File: src/rtl/load_extend_unit.sv
// Two-stage elastic load aligner: S1 registers the raw memory request, S2 holds
// the aligned/extended result with its fault flags, plus a saturating fault counter.
module load_extend_unit #(
    parameter int XLEN  = 32,
    parameter int CNT_W = 8,
    localparam int OFF_W = $clog2(XLEN / 8)
) (
    input  logic             clk,
    input  logic             rst,
    input  logic             in_valid,
    output logic             in_ready,
    input  logic [2:0]       funct3,
    input  logic [OFF_W-1:0] byte_off,
    input  logic [XLEN-1:0]  mem_data,
    output logic             out_valid,
    input  logic             out_ready,
    output logic [XLEN-1:0]  Extendido,
    output logic             misaligned,
    output logic             illegal,
    output logic [CNT_W-1:0] err_cnt
);

    localparam logic [2:0] F3_LB  = 3'b000;
    localparam logic [2:0] F3_LH  = 3'b001;
    localparam logic [2:0] F3_LW  = 3'b010;
    localparam logic [2:0] F3_LD  = 3'b011;
    localparam logic [2:0] F3_LBU = 3'b100;
    localparam logic [2:0] F3_LHU = 3'b101;
    localparam logic [2:0] F3_LWU = 3'b110;

    if (XLEN != 32 && XLEN != 64) begin : g_bad_xlen
        $error("load_extend_unit: XLEN must be 32 or 64");
    end

    logic             s1_v_q, s1_v_d;
    logic [2:0]       s1_f3_q, s1_f3_d;
    logic [OFF_W-1:0] s1_off_q, s1_off_d;
    logic [XLEN-1:0]  s1_data_q, s1_data_d;

    logic             s2_v_q, s2_v_d;
    logic [XLEN-1:0]  s2_ext_q, s2_ext_d;
    logic             s2_mis_q, s2_mis_d;
    logic             s2_ill_q, s2_ill_d;
    logic [CNT_W-1:0] err_cnt_q, err_cnt_d;

    logic             s2_free;
    logic             in_fire;
    logic             s1_move;
    logic             out_fire;

    logic [XLEN-1:0]  field;
    logic [XLEN-1:0]  dec_ext;
    logic             dec_mis;
    logic             dec_ill;

    // Ready depends only on registered state, never on in_valid.
    assign s2_free  = !s2_v_q || out_ready;
    assign in_ready = !s1_v_q || s2_free;
    assign in_fire  = in_valid && in_ready;
    assign s1_move  = s1_v_q && s2_free;
    assign out_fire = s2_v_q && out_ready;

    always_comb begin
        field   = s1_data_q >> {s1_off_q, 3'b000};
        dec_ext = '0;
        dec_mis = 1'b0;
        dec_ill = 1'b0;
        case (s1_f3_q)
            F3_LB: begin
                dec_ext      = {XLEN{field[7]}};
                dec_ext[7:0] = field[7:0];
            end
            F3_LBU: begin
                dec_ext[7:0] = field[7:0];
            end
            F3_LH: begin
                dec_mis       = s1_off_q[0];
                dec_ext       = {XLEN{field[15]}};
                dec_ext[15:0] = field[15:0];
            end
            F3_LHU: begin
                dec_mis       = s1_off_q[0];
                dec_ext[15:0] = field[15:0];
            end
            F3_LW: begin
                dec_mis       = (s1_off_q[1:0] != 2'b00);
                dec_ext       = {XLEN{field[31]}};
                dec_ext[31:0] = field[31:0];
            end
            F3_LWU: begin
                if (XLEN == 64) begin
                    dec_mis       = (s1_off_q[1:0] != 2'b00);
                    dec_ext[31:0] = field[31:0];
                end else begin
                    dec_ill = 1'b1;
                end
            end
            F3_LD: begin
                if (XLEN == 64) begin
                    dec_mis = (s1_off_q != '0);
                    dec_ext = field;
                end else begin
                    dec_ill = 1'b1;
                end
            end
            default: begin
                dec_ill = 1'b1;
            end
        endcase
        // Faulted results carry no data; illegal masks misaligned.
        if (dec_ill || dec_mis) begin
            dec_ext = '0;
        end
        if (dec_ill) begin
            dec_mis = 1'b0;
        end
    end

    always_comb begin
        s1_v_d    = s1_v_q;
        s1_f3_d   = s1_f3_q;
        s1_off_d  = s1_off_q;
        s1_data_d = s1_data_q;
        if (in_fire) begin
            s1_v_d    = 1'b1;
            s1_f3_d   = funct3;
            s1_off_d  = byte_off;
            s1_data_d = mem_data;
        end else if (s1_move) begin
            s1_v_d = 1'b0;
        end

        s2_v_d   = s2_v_q;
        s2_ext_d = s2_ext_q;
        s2_mis_d = s2_mis_q;
        s2_ill_d = s2_ill_q;
        if (s1_move) begin
            s2_v_d   = 1'b1;
            s2_ext_d = dec_ext;
            s2_mis_d = dec_mis;
            s2_ill_d = dec_ill;
        end else if (out_fire) begin
            s2_v_d = 1'b0;
        end

        err_cnt_d = err_cnt_q;
        if (out_fire && (s2_mis_q || s2_ill_q) && (err_cnt_q != {CNT_W{1'b1}})) begin
            err_cnt_d = err_cnt_q + CNT_W'(1);
        end
    end

    always_ff @(posedge clk or posedge rst) begin
        if (rst) begin
            s1_v_q    <= 1'b0;
            s1_f3_q   <= '0;
            s1_off_q  <= '0;
            s1_data_q <= '0;
            s2_v_q    <= 1'b0;
            s2_ext_q  <= '0;
            s2_mis_q  <= 1'b0;
            s2_ill_q  <= 1'b0;
            err_cnt_q <= '0;
        end else begin
            s1_v_q    <= s1_v_d;
            s1_f3_q   <= s1_f3_d;
            s1_off_q  <= s1_off_d;
            s1_data_q <= s1_data_d;
            s2_v_q    <= s2_v_d;
            s2_ext_q  <= s2_ext_d;
            s2_mis_q  <= s2_mis_d;
            s2_ill_q  <= s2_ill_d;
            err_cnt_q <= err_cnt_d;
        end
    end

    assign out_valid  = s2_v_q;
    assign Extendido  = s2_ext_q;
    assign misaligned = s2_mis_q;
    assign illegal    = s2_ill_q;
    assign err_cnt    = err_cnt_q;

endmodule

File: config.mk
export PLATFORM = sky130hd
export DESIGN_NAME = load_extend_unit
export DESIGN_NICKNAME = d
export VERILOG_FILES = /design/src/rtl/load_extend_unit.sv
export SDC_FILE = /design/constraint.sdc
export NUM_CORES = 1
export LEC_CHECK = 0
export CAP_MARGIN = 30
export CELL_PAD_IN_SITES_DETAIL_PLACEMENT = 1
export CELL_PAD_IN_SITES_GLOBAL_PLACEMENT = 2
export CORE_MARGIN = 8
export CORE_UTILIZATION = 33
export DETAILED_ROUTE_END_ITERATION = 7
export PLACE_DENSITY_LB_ADDON = 0.1
export SLEW_MARGIN = 20
export SYNTH_ARGS = -nofsm -noshare
export SYNTH_HDL_FRONTEND = slang
export SYNTH_SLANG_ARGS = --single-unit
File: constraint.sdc
create_clock -name clk -period 3.3 [get_ports clk]
set_clock_uncertainty 0.1 [all_clocks]
set_input_delay 0.33 -clock clk [delete_from_list [all_inputs] [get_ports clk]]
set_output_delay 0.33 -clock clk [all_outputs]
set_load 0.01 [all_outputs]
==> key figures, run 1 <==
Final layout
  – Final Non-Filler Cells: 535
  – Final net count: 432
  – ANT cells: 0
  – Layout area overhead: 36.29%
  – Layout cells sized above 1: 18.48%

Critical path
  – Maximum fanout along the worst path: 16
  – Arr. time, crit path: 2.43 ns
  – Worst path cell trace: buf_4, mux2i_1, a211o_1, a2111oi_4, buf_4, a221o_1
  – Crit path kind: flop to flop
  – Slowest CP cell: dfrtp_1
  – CP Depth: 6
  – CP peak stage delay: 0.60 ns
  – Cell family with most CP delay: compound AO/OA/AOI/OAI gates
  – Worst Reg-to-Reg Cells: 6
  – Worst path buffer plus inverter count: 2
  – Cell mode on critical path: buf_4
  – Worst path required time: 3.47 ns
  – Critical Path End Type: flop
  – Crit start category: flop

CTS
  – # Post-CTS Setup Buffers: 0
  – CTS tree: done
  – Clock sink total: 81
  – CTS Buf Count: 9
  – Clk_lat worst skew: 0.34 ns
  – Htree depth: 3
  – Post-CTS Resized: 0
  – Hold_buf cts: 0
  – Clock Path Buffers: 2
  – Root Driver: clkbuf_16
  – CTS clk-pin slew, worst paths: 0.06 ns

Yosys
  – Post-synth ARST share: 100.0%
  – Register area share after synthesis: 54.44%
  – Most frequent cell after synthesis: dfrtp_1
  – Commonest cells post-synth: dfrtp_1, mux2_2, nand2_1
  – Top cell type's share of synthesized area: 54.44%
  – Syn nets: 346
  – Synth unique cells: 38
  – Synthesized area: 3724 um2
  – Area contributors post-synth: dfrtp_1, mux2_2, mux2i_1, a221o_1, a22o_1
  – Number of synthesized flops with an enable pin: 0
  – Yosys reg bits: 81
  – Synth warn: 0
  – Ys flop type: dfrtp_1
  – Avg Cell Area, Syn: 12.25 um2
  – Syn Inst Count: 304
  – Synth area leader: dfrtp_1

Global routing
  – Largest net degree at the start of global routing: 44
  – Grt total ovfl: 0
  – First-pass GRT wire length: 16,220 um
  – Initial antenna violation count: 0
  – Vias in the first global route: 2,965
  – GRT Total Usage: 13.99%

Floorplan
  – Die Ht: 122.2 um
  – Die area: 14,940 um2
  – Initial core utilization: 34.05%
  – Die Wd: 122.2 um
  – Core footprint: 10,940 um2
  – Num rows: 38
  – I/O pin cnt: 85

Timing
  – Fin. Hold Viols: 0
  – Worst-margin pin slew: 0.7766 ns
  – Fmax: 441.9 MHz
  – Setup TNS: 0 ns
  – Fin crit period: 2.263 ns
  – RSZ-0062 raised after global routing: false
  – Slew headroom: 48.23%
  – Fin crit share: 68.58%
  – Final setup violating endpoints: 0
  – Slew Viols, Final: 0

Power and ir drop
  – Peak VDD IR: 261.0 uV
  – P per Cell Area: 650.0 nW/um2
  – Overall power after layout: 0.003298 W
  – Static Leakage: 2.165 nW

Drt
  – Drt first pass iters: 4
  – Initial DRC count: 155
  – DRT antenna net count: 0
  – DRC Markers: 0
  – Vias: 2,773
  – Routed len/inst: 19.04 um
  – Avg Vias per Cell: 5.183
  – Final wirelength: 10,180 um

Place
  – Number of I/O port buffers: 84
  – Placed cell count: 519
  – HPWL Detailed: 7469 um
  – GPL Wtd Cong: 0.7779

Hold path
  – Hold WC Path Type: input port to asynchronous set/reset pin

Flow run
  – Max Cap Viol: 0

Status
  – Status: finished clean
[report_power, final]
group	total [W]	switching [W]	leakage, nW	internal [W]
Combinational	0.000808	0.000349	0.991	0.000459
Sequential	0.00133	0.000173	1.01	0.00116
Clock	0.00116	0.000412	0.163	0.000744
[worst register-to-register path, stage by stage (launching register included)]
cell and delay (ns):
dfrtp_1 0.60, buf_4 0.27, mux2i_1 0.11, a211o_1 0.34, a2111oi_4 0.36, buf_4 0.27, a221o_1 0.14
[area by class of cell]
type | count | area [um2]
Multi-Input combinational cell | 199 | 1584
Sequential cell | 81 | 2027
Fill cell | 1174 | 5861
Inverter | 6 | 23.77
Timing Repair Buffer | 93 | 920.9
Tap cell | 140 | 175.2
Clock buffer | 10 | 229.0
Clock inverter | 6 | 115.1
[stage by stage]
stage	instance area (um2)	hold WS [ns]	worst slack [ns]	util [%]
3_5_place_dp	4731	0.3948	1.038	43.26
6_report	5075	0.3050	1.037	46.41
2_1_floorplan	3724	0.3384	0.7899	-
3_3_place_gp	4731	0.3935	1.107	43.26
4_1_cts	5075	0.3354	1.026	46.41
5_1_grt	5075	0.3642	0.8941	46.41
[cells in the final DEF (no fill, tap or decap), drive strengths merged, types with 6 or more instances in the layout]
cell type       n
mux2           46
dfrtp          81
a31oi           7
clkbuf         10
a21oi           9
and2            8
clkdlybuf4s50  84
a22o           10
nor2           12
buf             9
inv             6
mux2i          19
a221o          16
nand2          22
o21ai          17
[cells by family after synthesis]
family | Yosys count | share of synthesized area, %
compound gates | 70 | 14.35
fa+ha+maj | 1 | 0.3360
buf+inv | 24 | 3.024
flops | 81 | 54.44
xor+xnor | 7 | 1.647
mux | 65 | 19.02
simple gates | 56 | 7.191
[final timing paths]
kind / startpoint / endpoint / slack (ns)
worst max-delay path: s1_off_q[0] / Extendido[30] / 1.04
worst min-delay path: rst / s1_data_q[3] / 0.31
worst max register to register: s1_off_q[0] / Extendido[30] / 1.04
worst min register to register: err_cnt[5] / err_cnt[5] / 0.40
max in group asynchronous: rst / s1_data_q[31] / 2.13
min in group clk: err_cnt[5] / err_cnt[5] / 0.40
[state kept, by name, summed over array words and instances, names as in the netlist]
register	cells
misaligned	1
Extendido	32
s1_f3_q	3
out_valid	1
s1_data_q	32
err_cnt	8
illegal	1
s1_v_q	1
s1_off_q	2
[per-layer routing]
layer	share of wire, %	global-route usage (%)	vias to the layer above
met5	0	0	-
met4	0.86	4.037	0
met3	4.5	3.721	6
met2	52	23.78	55
met1	42	17.11	1421
li1	-	-	1291
Note: power is estimated with default switching activity, not from simulation.
==> inputs of run 2 (changes only) <==
==> constraint.sdc (replaced) <==
create_clock -name clk -period 2.1 [get_ports clk]
set_clock_uncertainty 0.1 [all_clocks]
set_input_delay 0.21 -clock clk [delete_from_list [all_inputs] [get_ports clk]]
set_output_delay 0.21 -clock clk [all_outputs]
set_load 0.01 [all_outputs]
==> run 2 against run 1 <==
Power rose by 51%. Wire length rose by 0.11%. Die area did not move. Critical path depth fell by 1. Design area barely moved. Final cell count rose by 0.37%. Worst setup slack got worse by 0.83 ns. Via count fell by 1.9%. Flip-flop and latch count did not move. Utilization barely moved. Sequential share of layout area barely moved. Sequential power rose by 57%. Largest cell class unchanged.
==> key figures, run 2 (synthesis results as in run 1) <==
CTS
  – Clk_lat worst skew: 0.34 ns (about the same)
  – CTS Buf Count: 9 (unchanged)
  – CTS tree: done
  – CTS clk-pin slew, worst paths: 0.07 ns (about the same)
  – Clock sink total: 81 (unchanged)
  – Htree depth: 3 (unchanged)
  – Root Driver: clkbuf_16
  – Clock Path Buffers: 2 (unchanged)

Timing
  – Fin crit period: 1.892 ns (-0.3712 ns)
  – Slew Viols, Final: 0 (unchanged)
  – Fin crit share: 90.09% (+22 points)
  – Fmax: 528.6 MHz (+20%)
  – RSZ-0062 raised after global routing: false
  – Fin. Hold Viols: 0 (unchanged)
  – Worst-margin pin slew: 0.4331 ns (-0.3434 ns)
  – Final setup violating endpoints: 0 (unchanged)
  – Slew headroom: 71.12% (+23 points)
  – Setup TNS: 0 ns (unchanged)

Floorplan
  – Core footprint: 10,940 um2 (unchanged)
  – Num rows: 38 (unchanged)
  – Die Ht: 122.2 um (unchanged)
  – Initial core utilization: 34.05% (unchanged)
  – Die Wd: 122.2 um (unchanged)
  – I/O pin cnt: 85 (unchanged)
  – Die area: 14,940 um2 (unchanged)

Status
  – Status: finished clean

Critical path
  – Critical Path End Type: flop
  – Worst Reg-to-Reg Cells: 5 (-1)
  – Maximum fanout along the worst path: 16 (unchanged)
  – Crit path kind: flop to flop
  – Crit start category: flop
  – Arr. time, crit path: 2.06 ns (-0.37 ns)
  – Worst path required time: 2.27 ns (-1.20 ns)

Drt
  – Avg Vias per Cell: 5.067 (-2.2%)
  – Final wirelength: 10,200 um (+0.11%)
  – Vias: 2,721 (-1.9%)
  – Initial DRC count: 120 (-23%)
  – Drt first pass iters: 4 (unchanged)
  – Routed len/inst: 18.99 um (-0.26%)
  – DRC Markers: 0 (unchanged)
  – DRT antenna net count: 0 (unchanged)

Global routing
  – GRT Total Usage: 14.47% (+0.48 points)
  – Grt total ovfl: 0 (unchanged)
  – Vias in the first global route: 3,053 (+3.0%)
  – Largest net degree at the start of global routing: 82 (+86%)
  – Initial antenna violation count: 0 (unchanged)
  – First-pass GRT wire length: 16,760 um (+3.3%)

Place
  – Number of I/O port buffers: 84 (unchanged)
  – GPL Wtd Cong: 0.7773 (about the same)
  – HPWL Detailed: 7537 um (+0.90%)

Power and ir drop
  – Overall power after layout: 0.004972 W (+51%)
  – P per Cell Area: 978.9 nW/um2 (+51%)
  – Static Leakage: 2.166 nW (about the same)
  – Peak VDD IR: 356.1 uV (+36%)

Final layout
  – Layout cells sized above 1: 19.40% (+0.91 points)
  – ANT cells: 0 (unchanged)
  – Final Util: 46.44% (about the same)
  – Final net count: 434 (+0.46%)
  – Commonest non-fill, non-tap cells in the layout: clkdlybuf4s50_1, dfrtp_1, mux2_2
  – FILL cells: 1,184 (+0.85%)
  – Layout area overhead: 36.39% (about the same)
  – Commonest non-fill, non-tap cell in the layout: clkdlybuf4s50_1

Flow run
  – Max Cap Viol: 0 (unchanged)

Hold path
  – Hold WC Path Type: input port to asynchronous set/reset pin
-- run 2: what timing repair did --
action | CTS | global route
resized for setup | 0 | 1
buffers inserted | 0 | 0
hold buffers | 0 | 0
setup endpoints to repair | 0 | 1
-- run 2: metal layers --
layer  global-route usage [%]  share of wire (%)  up-vias
met2                    23.61                 49       54
met4                    4.570               0.91        0
li1                         -                  -     1297
met5                        0                  0        -
met3                    3.537                4.7        9
met1                    18.56                 45     1361
-- run 2: worst max-delay path: stages (launching register included) --
cell and delay (ns):
dfrtp_1 0.47, a21boi_0 0.16, a211o_1 0.33, a2111oi_4 0.34
buf_4 0.27, a221o_1 0.14
-- run 2: power breakdown --
part           internal [W]  switching, W  total [W]  leakage, nW
logic              0.000737      0.000560    0.00130         1.01
registers           0.00183      0.000266    0.00209         1.01
clock network      0.000931      0.000652    0.00158        0.146
total               0.00349       0.00148    0.00497         2.17
-- run 2: layout make-up --
cell class	instances	area, um2	area share, %
flip-flops and latches	81	2027	39.91
clock inverters	7	77.57	1.527
multi-input cells	199	1587	31.24
clock buffers	9	225.2	4.435
well taps	140	175.2	3.449
inverters	6	26.28	0.5174
repair buffers	95	960.9	18.92
-- run 2: final timing paths --
path	slack, ns	startpoint	to
setup / recovery	0.21	s1_off_q[1]	Extendido[26]
hold / removal	0.24	rst	s1_data_q[14]
setup reg to reg	0.21	s1_off_q[1]	Extendido[26]
hold reg to reg	0.40	err_cnt[5]	err_cnt[5]
max in group asynchronous	1.31	rst	Extendido[9]
min in group clk	0.38	mem_data[22]	s1_data_q[22]
-- run 2: per-stage QoR --
step                      setup slack (ns)  hold WS (ns)  std cells  instance area, um2
final                               0.2081        0.2393        537                5079
after global routing               0.07910        0.2900        537                5079
after CTS                           0.2045        0.2748        537                5076
after detailed placement            0.1063        0.3956        521                4773
after global placement              0.1588        0.3851        521                4773
after floorplan                     0.2364        0.2184        304                3727
==> inputs of run 3 (changes only) <==
--- a/config.mk
+++ b/config.mk
@@ -8,6 +8,7 @@
 export CAP_MARGIN = 30
 export CELL_PAD_IN_SITES_DETAIL_PLACEMENT = 1
 export CELL_PAD_IN_SITES_GLOBAL_PLACEMENT = 2
+export CORE_ASPECT_RATIO = 1.2
 export CORE_MARGIN = 8
 export CORE_UTILIZATION = 33
 export DETAILED_ROUTE_END_ITERATION = 7
==> run 3 against run 2 <==
Flip-flop and latch count unchanged. Highest routed layer unchanged. Design area increased by 0.54%. Wire length decreased by 0.51%. Register-to-register slack about the same.
==> key figures, run 3 (synthesis results as in run 1) <==
Status
  – Status: finished clean

Drt
  – Routed len/inst: 19.03 um (+0.24%)
  – Initial DRC count: 107 (-11%)
  – Drt first pass iters: 4 (unchanged)
  – DRT antenna net count: 0 (unchanged)
  – Final wirelength: 10,140 um (-0.51%)
  – DRC Markers: 0 (unchanged)
  – Vias: 2,780 (+2.2%)
  – Avg Vias per Cell: 5.216 (+2.9%)

Timing
  – Slew Viols, Final: 0 (unchanged)
  – Setup TNS: 0 ns (unchanged)
  – Worst-margin pin slew: 0.3664 ns (-0.06679 ns)
  – Fmax: 526.1 MHz (-0.46%)
  – Fin crit period: 1.901 ns (+0.008787 ns)
  – RSZ-0062 raised after global routing: false
  – Slew headroom: 75.53% (+4.4 points)
  – Final setup violating endpoints: 0 (unchanged)
  – Fin. Hold Viols: 0 (unchanged)
  – Fin crit share: 90.51% (+0.42 points)

Global routing
  – Initial antenna violation count: 0 (unchanged)
  – GRT Total Usage: 14.32% (-0.16 points)
  – Grt total ovfl: 0 (unchanged)
  – Largest net degree at the start of global routing: 38 (-54%)
  – Vias in the first global route: 3,112 (+1.9%)
  – First-pass GRT wire length: 16,970 um (+1.2%)

Final layout
  – FILL cells: 1,160 (-2.0%)
  – Final Instance Area: 5106 um2 (+0.54%)
  – Commonest non-fill, non-tap cell in the layout: clkdlybuf4s50_1
  – Commonest non-fill, non-tap cells in the layout: clkdlybuf4s50_1, dfrtp_1, mux2_2
  – Layout cells sized above 1: 19.45% (+0.056 points)
  – Final net count: 438 (+0.92%)
  – ANT cells: 0 (unchanged)
  – Register Area: 2027 um2 (unchanged)
  – Layout area overhead: 37.13%
  – Final Util: 46.27% (-0.17 points)
  – Footprint of the multi-input gates: 1595 um2 (+0.55%)

CTS
  – Root Driver: clkbuf_16
  – CTS tree: done
  – Clock Path Buffers: 2 (unchanged)
  – CTS clk-pin slew, worst paths: 0.06 ns (about the same)
  – Clock sink total: 81 (unchanged)
  – Htree depth: 3 (unchanged)
  – # Post-CTS Setup Buffers: 0 (unchanged)
  – Clk_lat worst skew: 0.33 ns (about the same)
  – CTS Buf Count: 9 (unchanged)

Power and ir drop
  – P per Cell Area: 952.3 nW/um2 (-2.7%)
  – Static Leakage: 2.179 nW (+0.60%)
  – Peak VDD IR: 406.6 uV (+14%)

Place
  – Number of I/O port buffers: 84 (unchanged)
  – GPL Wtd Cong: 0.7658 (-1.5%)
  – HPWL Detailed: 7483 um (-0.71%)
  – Placed cell areas: 4827 um2 (+1.1%)

Hold path
  – Hold WC Path Type: input port to asynchronous set/reset pin

Critical path
  – Maximum fanout along the worst path: 16 (unchanged)
  – Crit start category: flop
  – Worst path required time: 2.26 ns (about the same)
  – Arr. time, crit path: 2.07 ns (about the same)
  – Critical Path End Type: flop
  – Crit path kind: flop to flop

Flow run
  – Max Cap Viol: 0 (unchanged)

Floorplan
  – Core footprint: 11,040 um2 (+0.92%)
  – Die Wd: 113.0 um (-7.6%)
  – I/O pin cnt: 85 (unchanged)
  – Num rows: 42 (+11%)
  – Die Ht: 132.4 um (+8.3%)
  – Die area: 14,950 um2 (about the same)
  – Initial core utilization: 33.74% (-0.31 points)
run 3: cell count changes in the layout (fill, tap and decap cells not counted):
cell,before,now
buf_12,3,5
nor4_2,1,0
buf_4,8,10
nor4_4,0,1
clkinv_4,2,0
clkbuf_8,0,2
bufinv_16,1,0
clkbuf_1,0,3
inv_6,2,0
run 3: report_power, final:
group          internal [W]  total (W)  switching [W]  leakage (nW)
clock              0.000865    0.00147       0.000601         0.133
combinational      0.000746    0.00130       0.000559          1.03
sequential          0.00183    0.00209       0.000266          1.01
total               0.00344    0.00486        0.00143          2.18
run 3: cell type report:
cell class	instances	share of cell area [%]
inverters	6	0.5146
multi-input cells	199	31.24
well taps	132	3.234
flip-flops and latches	81	39.70
clock buffers	14	5.170
repair buffers	99	19.90
clock inverters	2	0.2450
run 3: worst paths after layout:
path	start	end	slack [ns]	cells after the start
worst max-delay path	s1_off_q[0]	Extendido[28]	0.20	5
worst min-delay path	rst	err_cnt[5]	0.12	2
worst max register to register	s1_off_q[0]	Extendido[28]	0.20	5
worst min register to register	err_cnt[5]	err_cnt[5]	0.40	1
max in group asynchronous	rst	s1_f3_q[2]	1.26	3
min in group clk	mem_data[2]	s1_data_q[2]	0.38	2
run 3: critical path: stages (launching register included):
cell       delay, ns
dfrtp_1         0.45
mux2i_1         0.18
a211o_1         0.36
a2111oi_4       0.41
buf_12          0.20
a221o_1         0.13
run 3: per-stage QoR:
step                power [W]  hold slack, ns  worst slack, ns  instances
finish               0.004863          0.1164           0.1994        533
detailed placement   0.003447          0.3970           0.2090        517
floorplan            0.002765          0.2184           0.2364        304
global placement     0.003409          0.3906           0.2326        517
global route         0.005137          0.1289           0.1093        533
CTS                  0.004936          0.1141           0.1958        533
run 3: repair_timing:
| action | 4_1_cts | 5_1_grt |
|---|---|---|
| endpoints found under the setup margin | 0 | 1 |
| hold buffers | 0 | 0 |
| resized for setup | 0 | 1 |
run 3: metal layers:
metal	routed length (um)	part of all wire [%]	global-route usage, %
met5	0	0	0
met4	131	1.3	4.896
met2	4720	47	22.23
met1	4742	47	18.67
met3	547	5.4	3.987
